==> config.mk <==
export PLATFORM = sky130hd
export DESIGN_NAME = pkt_fifo
export DESIGN_NICKNAME = d
export VERILOG_FILES = /design/src/rtl/pkt_fifo.sv
export SDC_FILE = /design/constraint.sdc
export NUM_CORES = 1
export LEC_CHECK = 0
export ABC_AREA = 1
export CAP_MARGIN = 10
export CORE_UTILIZATION = 57
export CTS_CLUSTER_DIAMETER = 60
export CTS_CLUSTER_SIZE = 8
export DETAILED_ROUTE_END_ITERATION = 10
export DONT_BUFFER_PORTS = 1
export GPL_ROUTABILITY_DRIVEN = 0
export PLACE_DENSITY = 0.78
export SETUP_SLACK_MARGIN = 0.5
export SYNTH_ARGS = -nofsm -noshare
export SYNTH_HDL_FRONTEND = slang
export SYNTH_SLANG_ARGS = --single-unit
==> constraint.sdc <==
create_clock -name clk -period 2.6 [get_ports clk]
set_input_delay 0.52 -clock clk [delete_from_list [all_inputs] [get_ports clk]]
set_output_delay 0.52 -clock clk [all_outputs]
set_load 0.1 [all_outputs]
==> src/rtl/pkt_fifo.sv <==
// rtl/pkt_fifo.sv - store-and-forward packet FIFO; a packet is released only once its TLAST beat is stored
// Optional PKT_FIFO_DROP_EN: overflowing packets are discarded (and counted) instead of backpressuring the source.

module pkt_fifo #(
  parameter int DATA_WIDTH = 8,
  parameter int DEPTH_LOG2 = 4
) (
  input  logic                  clk,
  input  logic                  rst,
  input  logic [DATA_WIDTH-1:0] src_TDATA,
  input  logic                  src_TVALID,
  input  logic                  src_TLAST,
  output logic                  src_TREADY,
  output logic [DATA_WIDTH-1:0] res_TDATA,
  output logic                  res_TVALID,
  output logic                  res_TLAST,
  input  logic                  res_TREADY,
`ifdef PKT_FIFO_DROP_EN
  output logic [15:0]           drop_cnt,
`endif
  output logic [DEPTH_LOG2:0]   pkt_cnt
);

  localparam int PW = DEPTH_LOG2 + 1;
  localparam int DEPTH = 1 << DEPTH_LOG2;
  localparam logic [PW-1:0] DEPTH_P = PW'(DEPTH);

  logic [DATA_WIDTH:0] mem_q [DEPTH];

  logic [PW-1:0] wr_ptr_q, wr_ptr_d;
  logic [PW-1:0] commit_ptr_q, commit_ptr_d;
  logic [PW-1:0] rd_ptr_q, rd_ptr_d;
  logic [PW-1:0] pkt_cnt_q, pkt_cnt_d;
  logic          full;
  logic          accept;
  logic          wr_en;
  logic          commit_ev;
  logic          rd_fire;
  logic          rd_last_fire;

`ifdef PKT_FIFO_DROP_EN
  logic          drop_q, drop_d;
  logic [15:0]   drop_cnt_q, drop_cnt_d;
`endif

  // Pointers carry one extra wrap bit so full and empty are distinguishable.
  assign full = (wr_ptr_q - rd_ptr_q) == DEPTH_P;

`ifdef PKT_FIFO_DROP_EN
  assign src_TREADY = !rst;
  assign drop_cnt   = drop_cnt_q;
`else
  assign src_TREADY = !full && !rst;
`endif

  assign accept       = src_TVALID && src_TREADY;
  assign res_TVALID   = !rst && (rd_ptr_q != commit_ptr_q);
  assign {res_TLAST, res_TDATA} = mem_q[rd_ptr_q[DEPTH_LOG2-1:0]];
  assign rd_fire      = res_TVALID && res_TREADY;
  assign rd_last_fire = rd_fire && res_TLAST;
  assign pkt_cnt      = pkt_cnt_q;

  // Write side: store beats, commit on TLAST, or (drop build) discard an overflowing packet.
  always_comb begin
    wr_ptr_d     = wr_ptr_q;
    commit_ptr_d = commit_ptr_q;
    wr_en        = 1'b0;
    commit_ev    = 1'b0;
`ifdef PKT_FIFO_DROP_EN
    drop_d       = drop_q;
    drop_cnt_d   = drop_cnt_q;
    if (accept) begin
      if (drop_q || full) begin
        if (src_TLAST) begin
          wr_ptr_d = commit_ptr_q;
          drop_d   = 1'b0;
          if (drop_cnt_q != 16'hFFFF) begin
            drop_cnt_d = drop_cnt_q + 16'd1;
          end
        end else begin
          drop_d = 1'b1;
        end
      end else begin
        wr_en    = 1'b1;
        wr_ptr_d = wr_ptr_q + 1'b1;
        if (src_TLAST) begin
          commit_ptr_d = wr_ptr_q + 1'b1;
          commit_ev    = 1'b1;
        end
      end
    end
`else
    if (accept) begin
      wr_en    = 1'b1;
      wr_ptr_d = wr_ptr_q + 1'b1;
      if (src_TLAST) begin
        commit_ptr_d = wr_ptr_q + 1'b1;
        commit_ev    = 1'b1;
      end
    end
`endif
  end

  always_comb begin
    rd_ptr_d  = rd_ptr_q;
    pkt_cnt_d = pkt_cnt_q;
    if (rd_fire) begin
      rd_ptr_d = rd_ptr_q + 1'b1;
    end
    case ({commit_ev, rd_last_fire})
      2'b10:   pkt_cnt_d = pkt_cnt_q + 1'b1;
      2'b01:   pkt_cnt_d = pkt_cnt_q - 1'b1;
      default: pkt_cnt_d = pkt_cnt_q;
    endcase
  end

  always_ff @(posedge clk) begin
    if (rst) begin
      wr_ptr_q     <= '0;
      commit_ptr_q <= '0;
      rd_ptr_q     <= '0;
      pkt_cnt_q    <= '0;
`ifdef PKT_FIFO_DROP_EN
      drop_q       <= 1'b0;
      drop_cnt_q   <= '0;
`endif
    end else begin
      wr_ptr_q     <= wr_ptr_d;
      commit_ptr_q <= commit_ptr_d;
      rd_ptr_q     <= rd_ptr_d;
      pkt_cnt_q    <= pkt_cnt_d;
`ifdef PKT_FIFO_DROP_EN
      drop_q       <= drop_d;
      drop_cnt_q   <= drop_cnt_d;
`endif
    end
  end

  // wr_en is already gated by reset through src_TREADY.
  always_ff @(posedge clk) begin
    if (wr_en) begin
      mem_q[wr_ptr_q[DEPTH_LOG2-1:0]] <= {src_TLAST, src_TDATA};
    end
  end

endmodule

Word level (Yosys, flattened, before mapping)

Memory sizes are Yosys's and may differ from the RTL's. A register that Yosys moved wholly into a read port is not among the register bits.
Cells that the tools add are included.

Input port bits: 13
Bits in writable memories: 144
Memories: 1
Output and inout bits: 16
Logic and storage cells: 31
Bits in registers: 20

Eq/ne operators: 4
Muxes and demuxes: 8
Reductions and logical operators: 9
Add/sub/neg operators: 5

Memory list:

| memory | words | bits a word | read ports | clocked after memory_dff | wr ports | line | text |
|---|---|---|---|---|---|---|---|
| mem_q  | 16    | 9           | 1          | 1                        | 1        | 28   | `logic [DATA_WIDTH:0] mem_q [DEPTH];` |

Operator list:

| cell                                                | number |
|---|---|
| adder 5 x 1 -> 5 bit, second input constant         | 3 |
| one-hot mux 5 bit (2 select lines)                  | 1 |
| 2-to-1 mux 4 bit                                    | 2 |
| equality test 5 bit, second input constant          | 1 |
| logical AND 1 bit                                   | 5 |
| 2-to-1 mux 1 bit                                    | 5 |
| != test 5 bit                                       | 1 |
| subtractor 5 x 1 -> 5 bit, second input constant    | 1 |
| subtractor 5 bit                                    | 1 |
| equality test 2 x 1 -> 1 bit, second input constant | 1 |
| equality test 2 bit, second input constant          | 1 |
| zero test 1 bit                                     | 2 |
| AND reduction 2 bit                                 | 1 |
| nonzero test 2 bit                                  | 1 |

Longest topological paths before layout

Gate-level depths: netlist of the first run.

Depth after elaboration: 8
Depth in mapped cells: 17
Mapped depth without buffers: 16

Worst setup path before layout of the first run

OpenSTA, ideal clock, no wires.

Kind: flip-flop to output port
Start point: reg rd_ptr_q[3]
End point: out src_TREADY
Stages on the path, launching flop included: 8
Path buffers: 0
Path slack: -0.607 ns
Data required time: 2.080 ns
Arrival time: 2.687 ns
Cells stage by stage: dfxtp_1 inv_1 ha_1 nor2_1 inv_1 nand2_1 nand2_2 a31oi_1

Longest elaborated chain between the ends: 4

RTL lines:

| element                  | line | text |
|---|---|---|
| start: declaration       | 32   | `logic [PW-1:0] rd_ptr_q, rd_ptr_d;` |
| start signal: assignment | 130  | `rd_ptr_q <= rd_ptr_d;` |
| subtractor 5 bit         | 47   | `assign full = (wr_ptr_q - rd_ptr_q) == DEPTH_P;` |
| equality test 5 bit      | 47   |  |
| zero test 1 bit          | 53   | `assign src_TREADY = !full && !rst;` |
| logical AND 1 bit        | 53   |  |
| end: declaration         | 13   | `output logic src_TREADY,` |

Every way passes these cells.

==> impl_metrics.ini, run 1 <==
[cts]
cts.sink_count = 168
clock_tree.buffer_depth = 2
worst_setup_hold_path_clk_slew_ns = 0.06
insertion_delay_ns = 0.44
cts_tree = yes
cts_root_buffer = clkbuf_16
clock_tree.htree_level_count = 4
cts-buffers-inserted = 17

[synthesis]
netlist-cell-type-count = 32
synth-edff-count = 144
postSynthAreaPerCell_um2 = 12.2
synthArstFlopShare_pct = 0
synth_seq_area_share_pct = 66.0
synthCells = 596
syn_nets = 623
ys.warnings.count = 0
postSynthRegisterBits = 168
synth_ff_type = edfxtp_1
syn-cell-area_um2 = 7280

[placement]
post_dp_cell_area_um2 = 8000
detailed_place_hpwl_um = 10000
port_buffers = 0

[power_and_ir_drop]
ir_worst_vdd_mv = 0.626
p_total_uw = 6600
power.density_nw_per_um2 = 669
power.leakage_uw = 0.00354

[route]
drc = 0
drt_wl_total_um = 21000
routedWlPerCell_um = 24.1
ant_nets = 0
initialDrtViolationCount = 687
firstDrtPassIters = 5
via_count = 5202
viasPerCell = 5.98

[floorplan]
io-pin-count = 29
coreArea_um2 = 12200
chip_width_um = 115
start_util_pct = 59.6
floorplan.rows = 40
chipHeight_um = 115
die-area_um2 = 13200

[global_routing]
globalRouteOverflowTotal = 0
grt_start_max_net_pins = 33
antenna_violations_before_repair = 0
grt_pass1_vias = 5251
grt_pass1_wl_um = 27800
grt_util_overall_pct = 29.3

[run_status]
failed_checks = setup timing
run_status = finished, violations left

[setup_path]
crit_arrival_ns = 2.13
worst-path-buf-inv = 5
reg2reg_setup_slack_ns = -0.04
critical_path_required_ns = 2.08
crit_slowest_cell = dfxtp_4
crit_path_max_fanout = 5
setup.worst_path.start_class = register
r2r_cells = 15
cell_by_cell_trace_of_the_critical_path = buf_6 -> buf_8 -> a21oi_2 -> o21ai_1 -> nand3_1 -> nand3_2 -> buf_4 -> buf_6 -> nand2_2 -> buf_12
setup.worst_path.end_class = output pin
cp_top_family = buffers and inverters
crit_path_max_incr_delay_ns = 0.36
timing.setup.critical_path_class = register to output pin
r2r_end = pkt_cnt[4]
most_frequent_cp_cell = buf_6

[worst_hold_path]
hold_sp = rst
min-delay-path-class = input port to register
holdPathEnd = wr_ptr_q[0]
hold-path-cell-count = 1

[timing]
final_critical_path_setup_slack_ns = -0.0479
rsz0062_at_grt = true
max-slew-margin-rel_pct = 73.0
maxClockFrequency_mhz = 378
final-hold-violation-count = 0
slew_violations = 0
final.setup_skew_ns = 0.00842
setup_tns_ns = -0.132
post-route-period-util_pct = 102
tightestPinTransition_ns = 0.403
min_period_ns = 2.65
setup_viol_count_final = 3
whs_ns = 0.139

[cells_and_area]
multiInputGateArea_um2 = 2530
area.growth.synth_to_final_pct = 35.6
seqCellArea_um2 = 4830
num-fill-cells = 628
antennaDiodeCount = 0
fin_util_pct = 80.8
fin_nets = 716
drive_above_1_share_pct = 35.5
postLayoutCellArea_um2 = 9870

[run]
maxCapViolCount = 0
==> state kept, by name (all words and copies together), names as in the netlist, named ones only <==
| signal | cells |
|---|---|
| rd_ptr_q | 5 |
| commit_ptr_q | 5 |
| mem_q | 144 |
| pkt_cnt | 5 |
| wr_ptr_q | 5 |
==> cell usage after synthesis (12+ instances only) <==
library cell	count	area share, %
a21oi_1	46	3.2
clkbuf_1	12	0.62
dfxtp_1	24	6.6
edfxtp_1	144	59
ha_1	13	2.2
inv_1	70	3.6
mux2i_1	32	4.4
nand2_1	55	2.8
nand3_1	26	1.8
nor2_1	32	1.7
o211ai_1	36	3.7
o21ai_0	44	3.0
==> cell usage in the layout (no fill, tap or decap), types with 4 or more instances in the layout <==
master	n
buf_16	5
nand2_1	39
ha_1	6
dfxtp_4	4
o21ai_1	28
clkbuf_16	22
buf_4	29
clkinv_2	5
inv_2	5
ha_4	7
nor2_1	15
xor2_1	11
inv_1	62
dfxtp_2	6
o21ai_0	10
dfxtp_1	14
mux2i_1	31
buf_6	43
o211ai_1	36
nand2_2	20
a21oi_1	27
o21ai_2	6
nor2_4	15
edfxtp_1	144
clkinvlp_4	4
bufinv_16	4
nand3_2	4
buf_12	18
a21oi_2	20
nand3_1	23
==> cells by family (layout without fill, tap and decap cells) <==
group	count (synthesis)	count (layout)	share of synthesized area, %
compound gates	135	135	10.9
xor+xnor	15	15	1.81
fa+ha+maj	14	14	2.51
buf+inv	103	209	6.22
flops	168	168	66.0
mux	32	32	4.40
simple gates	129	129	8.15
==> report_power, final <==
group,internal [µW],switching [µW],total [µW]
Combinational,408,578,986
Clock,1600,1050,2640
Sequential,2950,24.0,2980
Total,4960,1650,6600
==> how the worst max path moves through the flow <==
stage / startpoint / to / cells after the start
5_1_grt: register / pkt_cnt[4] / 15
3_5_place_dp: register / pkt_cnt[3] / 12
4_1_cts: register / res_TDATA[1] / 8
2_1_floorplan: wr_ptr_q[0] / pkt_cnt[4] / 17
6_report: register / res_TLAST / 10
3_3_place_gp: register / pkt_cnt[4] / 12
==> metrics by stage <==
stage | setup WS, ns | instances
final | -0.0479 | 870
after detailed placement | 0.0252 | 785
after global routing | -0.120 | 870
after floorplan | 0.153 | 596
after global placement | 0.141 | 785
after CTS | 0.0901 | 841
==> routing by layer <==
layer / up-vias / routed length (µm) / GRT usage, %
met2: 315 / 11100 / 51.1
met4: 0 / 840 / 16.8
met5: - / 0 / 0
met3: 64 / 1740 / 6.33
met1: 2518 / 7310 / 33.5
li1: 2305 / - / -
==> final cells by class <==
| cell class | count | area share (%) |
|---|---|---|
| Multi-Input combinational cell | 325 | 25.7 |
| Inverter | 74 | 3.23 |
| Timing Repair Buffer | 103 | 13.9 |
| Tap cell | 168 | 2.13 |
| Clock inverter | 14 | 1.84 |
| Clock buffer | 18 | 4.35 |
| Sequential cell | 168 | 48.9 |
==> what timing repair did <==
action,4_1_cts,5_1_grt
gates cloned,5,18
buffers inserted,19,11
setup endpoints to repair,132,160
pin swaps,41,55
hold buffers,0,0
resized for setup,78,140
No activity file was read; power rests on OpenSTA's default activity.
==> run 2, diff against run 1 <==
--- a/config.mk
+++ b/config.mk
@@ -13,6 +13,7 @@
 export DETAILED_ROUTE_END_ITERATION = 10
 export DONT_BUFFER_PORTS = 1
 export GPL_ROUTABILITY_DRIVEN = 0
+export GPL_TIMING_DRIVEN = 0
 export PLACE_DENSITY = 0.78
 export SETUP_SLACK_MARGIN = 0.5
 export SYNTH_ARGS = -nofsm -noshare
==> run 2 against run 1 <==
  * Non-clock buffer count is 28 lower
  * Fmax rose by 0.50%
  * The run still ends with setup timing left
  * Design area down 4.4%
  * Critical path type unchanged
==> impl_metrics.ini, run 2 (synthesized netlist as in run 1, its figures left out) <==
[run_status]
run_status = finished, violations left
failed_checks = setup timing

[cts]
insertion_delay_ns = 0.44
cts_tree = yes
cts-buffers-inserted = 17
worst_setup_hold_path_clk_slew_ns = 0.07
cts_root_buffer = clkbuf_16
clock_tree.buffer_depth = 2
clock_tree.htree_level_count = 4
cts.sink_count = 168

[cells_and_area]
fin_nets = 689
final_cell_count_no_fill = 843
antennaDiodeCount = 0
layout_common_cells = edfxtp_1 (144), inv_1 (60), nand2_1 (38)
mostFrequentLayoutCell = edfxtp_1
drive_above_1_share_pct = 31.0
largest_register_ffs = 144
area.growth.synth_to_final_pct = 29.6
fin_util_pct = 77.3

[timing]
max-slew-margin-rel_pct = 27.2
rsz0062_at_grt = true
slew_violations = 0
tightestPinTransition_ns = 1.09
setup_viol_count_final = 2
maxClockFrequency_mhz = 380
final_critical_path_setup_slack_ns = -0.0347
final-hold-violation-count = 0
final.setup_skew_ns = 0.0134
post-route-period-util_pct = 101
min_period_ns = 2.63
setup_tns_ns = -0.0385

[global_routing]
grt_start_max_net_pins = 18
antenna_violations_before_repair = 0
globalRouteOverflowTotal = 0
grt_util_overall_pct = 29.3
grt_pass1_wl_um = 27400
grt_pass1_vias = 5007

[route]
viasPerCell = 6.04
via_count = 5093
dr_wl_met2_um = 10300
drt_wl_total_um = 19700
firstDrtPassIters = 5
ant_nets = 0
initialDrtViolationCount = 568
wl_met1_um = 6930
drc = 0
highest-signal-layer = met4
detailroute.wirelength.met3_um = 1620
routedWlPerCell_um = 23.3

[floorplan]
io-pin-count = 29
chipHeight_um = 115
start_util_pct = 59.6
die-area_um2 = 13200
coreArea_um2 = 12200
floorplan.rows = 40
chip_width_um = 115

[setup_path]
crit_arrival_ns = 2.11
setup.worst_path.start_class = register
setup.worst_path.end_class = output pin
critical_path_required_ns = 2.08
crit_path_max_fanout = 7
timing.setup.critical_path_class = register to output pin

[power_and_ir_drop]
power.density_nw_per_um2 = 655
power.internal_uw = 4550
power.sequential.fraction_pct = 49.0
power.switching_fraction_pct = 26.4
combPwrFrac_pct = 13.1
ir_worst_vdd_mv = 0.497
power.net_switching_uw = 1630
p_clk_share_pct = 37.9
p_total_uw = 6180
power.leakage_uw = 0.00326

[placement]
dp.cells = 764
detailed_place_hpwl_um = 10700
port_buffers = 0
post-place-ws_ns = -0.202

[run]
maxCapViolCount = 0

[worst_hold_path]
min-delay-path-class = input port to register
==> run 2: changes by cell type in the layout (fill, tap and decap cells not counted), moves of 6 or more <==
cell / delta
a21oi_1: +7
a21oi_2: -7
buf_4: -6
buf_6: -34
nand2_2: -6
nand2_4: +6
o21ai_0: +20
o21ai_1: -15
==> run 2: through the flow <==
step,instance area (µm²),hold WS (ns)
after floorplan,7460,0.481
after global placement,7670,0.494
after detailed placement,7670,0.500
after CTS,8890,0.171
after global routing,9430,0.159
final,9430,0.174
==> run 2: what timing repair did <==
action	CTS	global route
setup endpoints to repair	160	160
hold buffers	0	0
pin swaps	40	55
gates resized for setup	107	55
gates cloned	3	2
setup buffers	21	21
==> run 2: worst paths after layout <==
kind	startpoint	to	slack, ns	cells past startpoint
setup / recovery	register	res_TDATA[7]	-0.03	6
hold / removal	src_TDATA[3]	mem_q[11][3]	0.17	0
setup reg to reg	register	pkt_cnt[4]	0.04	15
hold reg to reg	commit_ptr_q[4]	commit_ptr_q[4]	0.53	4
==> run 2: final cells by class <==
cell class,instances,area [µm²]
sequential,168,4830
fill,694,2780
clock inverter,12,104
timing repair buffer,46,658
buffer,29,307
inverter,74,309
multi-input combinational,326,2580
clock buffer,20,437
tap,168,210
==> run 2: critical path, cell delays in order, from the launching register on <==
cell and delay [ns]:
dfxtp_4 0.40, buf_12 0.16, buf_12 0.13, mux2i_1 0.21, o21ai_1 0.12, o211ai_1 0.36
nand2_4 0.29
==> run 2: power groups by stage <==
stage | Combinational (µW) | Sequential, µW | Clock, µW
floorplan | 474 | 3080 | 0
global placement | 563 | 3080 | 0
detailed placement | 575 | 3080 | 0
CTS | 694 | 3030 | 2320
global route | 844 | 3030 | 2460
finish | 807 | 3030 | 2340
==> run 2: metal layers <==
metal | vias up | track usage [%]
met4 | 0 | 14.0
met2 | 295 | 50.4
met1 | 2487 | 34.0
met3 | 63 | 8.22
met5 | - | 0
li1 | 2248 | -
==> run 3, diff against run 2 <==
--- a/config.mk
+++ b/config.mk
@@ -12,7 +12,6 @@
 export CTS_CLUSTER_SIZE = 8
 export DETAILED_ROUTE_END_ITERATION = 10
 export DONT_BUFFER_PORTS = 1
-export GPL_ROUTABILITY_DRIVEN = 0
 export GPL_TIMING_DRIVEN = 0
 export PLACE_DENSITY = 0.78
 export SETUP_SLACK_MARGIN = 0.5
==> results of run 3 <==
Same layout as run 2: the final DEF is identical, and so are final timing and power.
